**config.mk**
```make
export PLATFORM = sky130hd
export DESIGN_NAME = nibble_serial_add_arbiter
export DESIGN_NICKNAME = d
export VERILOG_FILES = /design/src/rtl/nibble_serial_add_arbiter.sv
export SDC_FILE = /design/constraint.sdc
export NUM_CORES = 1
export LEC_CHECK = 0
export ABC_AREA = 1
export CAP_MARGIN = 15
export CORE_ASPECT_RATIO = 0.6
export CORE_MARGIN = 2
export CORE_UTILIZATION = 43
export DETAILED_ROUTE_END_ITERATION = 8
export GPL_TIMING_DRIVEN = 0
export PLACE_DENSITY = 0.77
export SETUP_SLACK_MARGIN = 0.4
export SYNTH_ARGS = -nofsm -noshare
export SYNTH_HDL_FRONTEND = slang
export SYNTH_SLANG_ARGS = --single-unit
```
**constraint.sdc**
```tcl
create_clock -name clk_i -period 2 [get_ports clk_i]
set_clock_uncertainty 0.15 [all_clocks]
set_input_delay 0.4 -clock clk_i [delete_from_list [all_inputs] [get_ports clk_i]]
set_output_delay 0.4 -clock clk_i [all_outputs]
set_load 0.01 [all_outputs]
```
**src/rtl/nibble_serial_add_arbiter.sv**
```systemverilog
// -----------------------------------------------------------------------------
// nibble_serial_add_arbiter
//
// Shares one 4-bit ripple adder between two requesters. Each WIDTH-bit add is
// performed nibble-serially, LSB nibble first, with the carry chained through
// a register. Requests are arbitrated round-robin and both the request side and
// the response side use a valid/ready handshake. One operation is in flight at
// a time: IDLE -> RUN (NNIB cycles) -> RESP -> IDLE.
//
// Optional feature macro: NSA_SUB_EN
//   When defined, ports req0_sub_i / req1_sub_i are added. sub=1 latches ~B and
//   forces the initial carry to 1 (cin ignored), giving A-B mod 2^WIDTH with
//   rsp_cout_o=1 meaning "no borrow" (A>=B). When undefined: addition only.
//
// Parameters
//   WIDTH          operand/sum width, multiple of 4, >= 8
//
// Ports
//   clk_i          clock, rising edge
//   rst_i          asynchronous active-high reset
//   reqN_valid_i   requester N has an operation           (N = 0,1)
//   reqN_ready_o   requester N accepted this cycle (combinational)
//   reqN_a_i       requester N operand A
//   reqN_b_i       requester N operand B
//   reqN_cin_i     requester N carry-in
//   reqN_sub_i     requester N subtract select (NSA_SUB_EN only)
//   rsp_valid_o    result available
//   rsp_ready_i    consumer takes result
//   rsp_id_o       requester index owning the result
//   rsp_sum_o      (A+B+cin) mod 2^WIDTH
//   rsp_cout_o     carry out of the MSB nibble
// -----------------------------------------------------------------------------
module nibble_serial_add_arbiter #(
    parameter int WIDTH = 16
) (
    input  logic             clk_i,
    input  logic             rst_i,
    input  logic             req0_valid_i,
    output logic             req0_ready_o,
    input  logic [WIDTH-1:0] req0_a_i,
    input  logic [WIDTH-1:0] req0_b_i,
    input  logic             req0_cin_i,
`ifdef NSA_SUB_EN
    input  logic             req0_sub_i,
`endif
    input  logic             req1_valid_i,
    output logic             req1_ready_o,
    input  logic [WIDTH-1:0] req1_a_i,
    input  logic [WIDTH-1:0] req1_b_i,
    input  logic             req1_cin_i,
`ifdef NSA_SUB_EN
    input  logic             req1_sub_i,
`endif
    output logic             rsp_valid_o,
    input  logic             rsp_ready_i,
    output logic             rsp_id_o,
    output logic [WIDTH-1:0] rsp_sum_o,
    output logic             rsp_cout_o
);

    localparam int NNIB  = WIDTH / 4;
    localparam int CNT_W = (NNIB > 1) ? $clog2(NNIB) : 1;

    typedef enum logic [1:0] {
        ST_IDLE = 2'd0,
        ST_RUN  = 2'd1,
        ST_RESP = 2'd2
    } state_t;

    state_t             state_q, state_d;
    logic [WIDTH-1:0]   a_q, b_q, sum_q;
    logic [CNT_W-1:0]   cnt_q;
    logic               carry_q, id_q, last_q, cout_q;

    // Arbitration and operand selection
    logic               any_valid, grant_id, accept, last_nib;
    logic [WIDTH-1:0]   sel_a, sel_b;
    logic               sel_cin, sel_sub;

    assign any_valid = req0_valid_i | req1_valid_i;
    // On a tie the requester that was not served last wins.
    assign grant_id  = (req0_valid_i && req1_valid_i) ? ~last_q : req1_valid_i;
    assign accept    = (state_q == ST_IDLE) && any_valid;
    assign last_nib  = (cnt_q == CNT_W'(NNIB - 1));

    assign sel_a   = grant_id ? req1_a_i   : req0_a_i;
    assign sel_b   = grant_id ? req1_b_i   : req0_b_i;
    assign sel_cin = grant_id ? req1_cin_i : req0_cin_i;
`ifdef NSA_SUB_EN
    assign sel_sub = grant_id ? req1_sub_i : req0_sub_i;
`else
    assign sel_sub = 1'b0;
`endif

    // Shared 4-bit ripple adder; operands are always the low nibble of the
    // operand shift registers, so nibble k is presented on RUN cycle k.
    logic [4:0] rc;
    logic [3:0] nib_sum;
    assign rc[0] = carry_q;
    generate
        for (genvar gi = 0; gi < 4; gi++) begin : g_fa
            assign nib_sum[gi] = a_q[gi] ^ b_q[gi] ^ rc[gi];
            assign rc[gi+1]    = (a_q[gi] & b_q[gi]) | (rc[gi] & (a_q[gi] ^ b_q[gi]));
        end
    endgenerate

    // FSM: state register
    always_ff @(posedge clk_i or posedge rst_i) begin
        if (rst_i) begin
            state_q <= ST_IDLE;
        end else begin
            state_q <= state_d;
        end
    end

    // FSM: next state
    always_comb begin
        state_d = state_q;
        case (state_q)
            ST_IDLE: if (any_valid)   state_d = ST_RUN;
            ST_RUN:  if (last_nib)    state_d = ST_RESP;
            ST_RESP: if (rsp_ready_i) state_d = ST_IDLE;
            default:                  state_d = ST_IDLE;
        endcase
    end

    // FSM: outputs
    always_comb begin
        req0_ready_o = 1'b0;
        req1_ready_o = 1'b0;
        rsp_valid_o  = 1'b0;
        if (state_q == ST_IDLE && any_valid) begin
            req0_ready_o = ~grant_id;
            req1_ready_o = grant_id;
        end
        if (state_q == ST_RESP) begin
            rsp_valid_o = 1'b1;
        end
    end

    // Datapath: operands shift right one nibble per RUN cycle while sum
    // nibbles enter from the top, so after NNIB cycles sum_q is aligned.
    always_ff @(posedge clk_i or posedge rst_i) begin
        if (rst_i) begin
            a_q     <= '0;
            b_q     <= '0;
            sum_q   <= '0;
            cnt_q   <= '0;
            carry_q <= 1'b0;
            id_q    <= 1'b0;
            // Reset as if requester 1 was served last, so requester 0 wins
            // the first tie.
            last_q  <= 1'b1;
            cout_q  <= 1'b0;
        end else if (accept) begin
            a_q     <= sel_a;
            b_q     <= sel_sub ? ~sel_b : sel_b;
            carry_q <= sel_sub ? 1'b1 : sel_cin;
            id_q    <= grant_id;
            last_q  <= grant_id;
            cnt_q   <= '0;
        end else if (state_q == ST_RUN) begin
            a_q     <= a_q >> 4;
            b_q     <= b_q >> 4;
            sum_q   <= {nib_sum, sum_q[WIDTH-1:4]};
            carry_q <= rc[4];
            cnt_q   <= cnt_q + 1'b1;
            if (last_nib) begin
                cout_q <= rc[4];
            end
        end
    end

    assign rsp_id_o   = id_q;
    assign rsp_sum_o  = sum_q;
    assign rsp_cout_o = cout_q;

endmodule
```
# Yosys cells after proc, flatten, opt, wreduce, memory -nomap -nowiden
# Cells that the tools add are included.
# totals
reg_bits	56
latch_bits	0
ramBits	0
rom_bits	0
inputBits	71
output_inout_bits	21
word_cells	66
memories	0
# op_classes
n_addsub	1
multipliers	0
div_mod_pow	0
order_cmp	0
eq_ne	6
shift	0
n_mux	19
n_bitwise	24
n_reduce_logical	7
# ops
op	count
16-bit two-way mux	6
2-bit two-way mux	5
1-bit AND	8
1-bit XOR	8
1-bit two-way mux	7
2-bit != test, second input constant	3
2-bit case mux with 3 select lines	1
3-bit AND reduction	2
1-bit OR	5
2-bit == test, second input constant	2
1-bit inverter	3
2-bit by 1-bit adder with 2-bit output, second input constant	1
2-bit by 1-bit == test with 1-bit output, second input constant	1
1-bit logical AND	2
2-bit zero test	1
2-bit AND reduction	1
2-bit nonzero test	1

# Longest topological paths before layout
# Gate-level depths: netlist (run 1).
# depth
ltp_word	11
depth_mapped	12
depth_no_buf	12

# Worst setup path after synthesis (run 1)
# No wires, ideal clock.
# synth_timing
kind	register -> register
from	register a_q[0]
to	register sum_q[15] (netlist: rsp_sum_o[15])
setup_ns	0.083
arrival_time_ns	1.976
required_time_ns	1.767
setup_slack_ns	-0.209
stages_incl_launch_ff	9
path_buffers	0
period_less_slack_ns	2.209
cell_sequence	dfrtp_1 > fa_1 > inv_1 > fa_1 > inv_1 > fa_1 > inv_1 > fa_1 > o21ai_0
# synth_via
elab_chain_len	8
word_cells_on_any_way	9
cone_classes	bitwise: 9
# synth_rtl
item	line_no	text
from (decl)	71	logic [WIDTH-1:0] a_q, b_q, sum_q;
from (signal assigned)	156	a_q <= sel_a;
from (signal assigned)	163	a_q <= a_q >> 4;
1-bit XOR	103	assign rc[gi+1] = (a_q[gi] & b_q[gi]) | (rc[gi] & (a_q[gi] ^ b_q[gi]));
1-bit AND	103	
1-bit OR *	103	
1-bit AND *	103	
1-bit OR *	103	
1-bit AND *	103	
1-bit OR *	103	
1-bit XOR *	102	assign nib_sum[gi] = a_q[gi] ^ b_q[gi] ^ rc[gi];
to (signal assigned)	165	sum_q <= {nib_sum, sum_q[WIDTH-1:4]};
to (decl)	71	
# Every way passes the cells marked *; elsewhere a longest branch is shown, timed or not.
# A chain may end at the register's enable or synchronous reset.

# Final worst setup path (run 1)
# layout_timing
from	register carry_q
to	register sum_q[15] (netlist: rsp_sum_o[15])
# layout_via
elab_chain_len	7
# layout_rtl
item	line_no	text
from (decl)	73	logic carry_q, id_q, last_q, cout_q;
from (signal assigned)	158	carry_q <= sel_sub ? 1'b1 : sel_cin;
from (signal assigned)	166	carry_q <= rc[4];
1-bit AND	103	
1-bit OR	103	
1-bit AND	103	
1-bit OR	103	
1-bit AND	103	
1-bit OR	103	
1-bit XOR	102	
# No other way between the ends.

==> flow_metrics.py, run 1 <==
metrics = {
    "timing": {
        "rsz0062_at_grt": "true",
        "setup_violations": 3,
        "fin_crit_sh_pct": 111.5,
        "slew_violations": 0,
        "worst_pin_slew_ns": 0.6117,
        "finalWorstSetupSlack_ns": -0.2307,
        "fmax_mhz": 448.3,
        "hold_ws_ns": 0.3363,
        "hold_viol": 0,
        "finalSetupTns_ns": -0.6390,
        "slew-limit-headroom_pct": 59.13,
        "layout_min_cycle_time_ns": 2.231,
    },
    "logic_synthesis": {
        "synthAdderAreaFrac_pct": 3.062,
        "synth.cell_area_sq_um": 3024,
        "synth_top_family_by_area": "simple AND/OR/NAND/NOR gates",
        "synth_warnings": 0,
        "syn_inst": 396,
        "seq_area_frac_synth_pct": 46.38,
        "yosys.area_share.simple_pct": 37.07,
        "synth-xor-area-share_pct": 0,
        "synth_seq_cells": 56,
        "synth_compound_area_share_pct": 4.055,
        "synth_cell_types": 23,
        "synth_mux_area_share_pct": 0,
        "avgSynthCellArea_sq_um": 7.637,
        "syn-num-nets": 472,
    },
    "cts": {
        "cts_buffers": 5,
        "cts-root-buf": "clkbuf_16",
        "cts_tree": "built",
        "clk_pin_slew_ns": 0.07,
        "htree_levels": 2,
        "clkLatencyLatePin_ns": 0.29,
        "hold_buffers": 0,
        "cts_sinks": 56,
        "clk_path_buf_depth": 2,
    },
    "floorplan": {
        "start_util_pct": 44.91,
        "die_y_um": 68.96,
        "die_area_sq_um": 7742,
        "core-area_sq_um": 6734,
        "io_pins": 92,
        "die_x_um": 112.3,
        "row_count": 23,
    },
    "critical_path": {
        "critPathCaptureType": "register",
        "path_class": "register to register",
        "crit_arrival_ns": 2.31,
        "crit_fanout": 2,
        "critPathRequiredTime_ns": 2.08,
        "start_kind": "register",
    },
    "job": {
        "cap_viol_max_count": 0,
    },
    "global_routing": {
        "grt_pass1_vias": 2765,
        "use_met3_pct": 4.808,
        "grt_use_met1_pct": 31.63,
        "grt_first_pass_wirelength_um": 13360,
        "grt_usage_pct": 22.09,
        "grtUsageMet2_pct": 35.47,
        "grt_max_degree": 32,
        "antenna_found_initial": 0,
        "grt.busiest_layer": "met2",
        "overflow": 0,
    },
    "finish": {
        "drive_above_1_share_pct": 19.61,
        "area_delta_synth_final_pct": 51.01,
        "final_common_cell": "nand2_1",
        "mostFrequentLayoutCells": "152 x nand2_1, 68 x clkdlybuf4s50_1, 54 x dfrtp_1",
        "diodes": 0,
        "nets": 590,
    },
    "power": {
        "swShare_pct": 43.37,
        "power.switching_mw": 3.118,
        "internal_power_mw": 4.072,
        "power_per_cell_area_nw_per_um2": 1574,
        "p_leak_nw": 2.325,
        "pwr-share-comb_pct": 59.1,
        "clockPowerShare_pct": 12.4,
        "pwr-share-seq_pct": 28.4,
        "peakVddDrop_uv": 794.2,
    },
    "drt": {
        "antenna_left": 0,
        "dr_total_vias": 3046,
        "routed_via_density": 5.060,
        "drc_errors": 0,
        "drt_iter0_markers": 259,
        "drtPass1Iterations": 5,
        "wl_um": 8800,
        "wl_per_cell_um": 14.62,
    },
    "place": {
        "hpwl_um": 6223,
        "gp_congestion": 0.8816,
        "place.port_buffers": 90,
    },
    "worst_hold_path": {
        "min_path_type": "register to register",
    },
    "run_status": {
        "violations": "setup timing",
        "status": "finished with violations",
    },
}
cells in the mapped netlist (all sizes together):
| cell | count | area share, % |
|---|---|---|
| nand2 | 159 | 21 |
| dfrtp | 55 | 46 |
| nand3 | 45 | 7.4 |
| inv | 36 | 4.5 |
| nor2 | 32 | 4.8 |
| o21ai | 22 | 3.6 |
| buf | 18 | 4.8 |
| nand4 | 11 | 2.3 |
| or2 | 9 | 1.9 |
| fa | 4 | 2.6 |
| a21oi | 1 | 0.17 |
| clkbuf | 1 | 0.12 |
| dfstp | 1 | 0.87 |
| ha | 1 | 0.41 |
| o31ai | 1 | 0.25 |
sequential cells by signal, indices dropped and copies added (netlist names):
register / count
a_q: 16
rsp_id_o: 1
rsp_cout_o: 1
b_q: 16
cnt_q: 2
rsp_sum_o: 16
state_q: 2
last_q: 1
carry_q: 1
power groups by stage:
stage	logic (mW)	registers, mW	clock network [mW]
floorplan	2.31	2.04	0
global placement	3.41	2.02	0
detailed placement	3.50	2.04	0
CTS	3.62	2.02	0.903
global route	4.69	2.10	0.935
finish	4.25	2.04	0.894
logic make-up after synthesis:
kind of cell / Yosys count
buffers and inverters: 55
and+or+nand+nor: 256
DFF: 56
AOI/OAI and AO/OA: 24
adders and majority gates: 5
what timing repair did:
| action | 4_1_cts | 5_1_grt |
|---|---|---|
| gates cloned | 0 | 2 |
| gates resized for setup | 51 | 55 |
| pin swaps | 5 | 10 |
| buffers inserted | 6 | 12 |
| setup endpoints to repair | 46 | 37 |
| endpoints found under the hold margin | 0 | 0 |
routing by layer:
| metal | wire length [um] | part of all wire, % | up-vias |
|---|---|---|---|
| li1 | - | - | 1478 |
| met1 | 4033 | 46 | 1431 |
| met2 | 3979 | 45 | 129 |
| met3 | 737 | 8.4 | 8 |
| met4 | 49 | 0.56 | 0 |
| met5 | 0 | 0 | - |
per-stage QoR:
stage          power, mW  setup slack, ns  utilization, %  cell area (sq um)  instances
2_1_floorplan      4.350          -0.1379               -               3043        396
3_3_place_gp       5.429          -0.6912           60.18               4053        573
3_5_place_dp       5.544          -0.6870           60.48               4073        574
4_1_cts            6.549          -0.2515           63.81               4297        588
5_1_grt            7.724          -0.2925           67.82               4567        602
6_report           7.190          -0.2307           67.82               4567        602
worst max-delay path, stage by stage, from the launching register on:
cell and delay [ns]:
dfrtp_1 0.42, fa_2 0.39, inv_2 0.06, fa_2 0.18, inv_2 0.04, fa_2 0.33
inv_2 0.06, fa_2 0.43, o21ai_2 0.11
cell type report:
cell class,count,area [sq um]
clock inverter,3,23.77
clock buffer,5,125.1
tap,87,108.9
timing repair buffer,111,1095
multi-input combinational,285,1446
inverter,36,153.9
sequential,56,1404
fill,558,2167
buffer,19,210.2
path summary, 6_finish.rpt:
kind | from | endpoint | slack [ns] | depth (start not counted)
worst max-delay path | carry_q | rsp_sum_o[15] | -0.23 | 8
worst max register to register | carry_q | rsp_sum_o[15] | -0.23 | 8
worst min register to register | rsp_id_o | rsp_id_o | 0.34 | 2
max in group asynchronous | rst_i | a_q[1] | 0.78 | 3
min in group asynchronous | rst_i | cnt_q[1] | 0.37 | 2
worst min-delay path | rsp_id_o | rsp_id_o | 0.34 | 2
No activity file was read; power rests on OpenSTA's default activity.
==> run 2: changes to the inputs <==
--- a/config.mk
+++ b/config.mk
@@ -10,6 +10,7 @@
 export CORE_ASPECT_RATIO = 0.6
 export CORE_MARGIN = 2
 export CORE_UTILIZATION = 43
+export CTS_CLUSTER_DIAMETER = 200
 export DETAILED_ROUTE_END_ITERATION = 8
 export GPL_TIMING_DRIVEN = 0
 export PLACE_DENSITY = 0.77
==> results of run 2 <==
Same layout as run 1: the final DEF is identical, and so are final timing and power.
==> run 3: changes to the inputs <==
--- a/config.mk
+++ b/config.mk
@@ -15,6 +15,7 @@
 export GPL_TIMING_DRIVEN = 0
 export PLACE_DENSITY = 0.77
 export SETUP_SLACK_MARGIN = 0.4
+export SLEW_MARGIN = 15
 export SYNTH_ARGS = -nofsm -noshare
 export SYNTH_HDL_FRONTEND = slang
 export SYNTH_SLANG_ARGS = --single-unit
==> results of run 3 <==
Same layout as run 1: the final DEF is identical, and so are final timing and power.
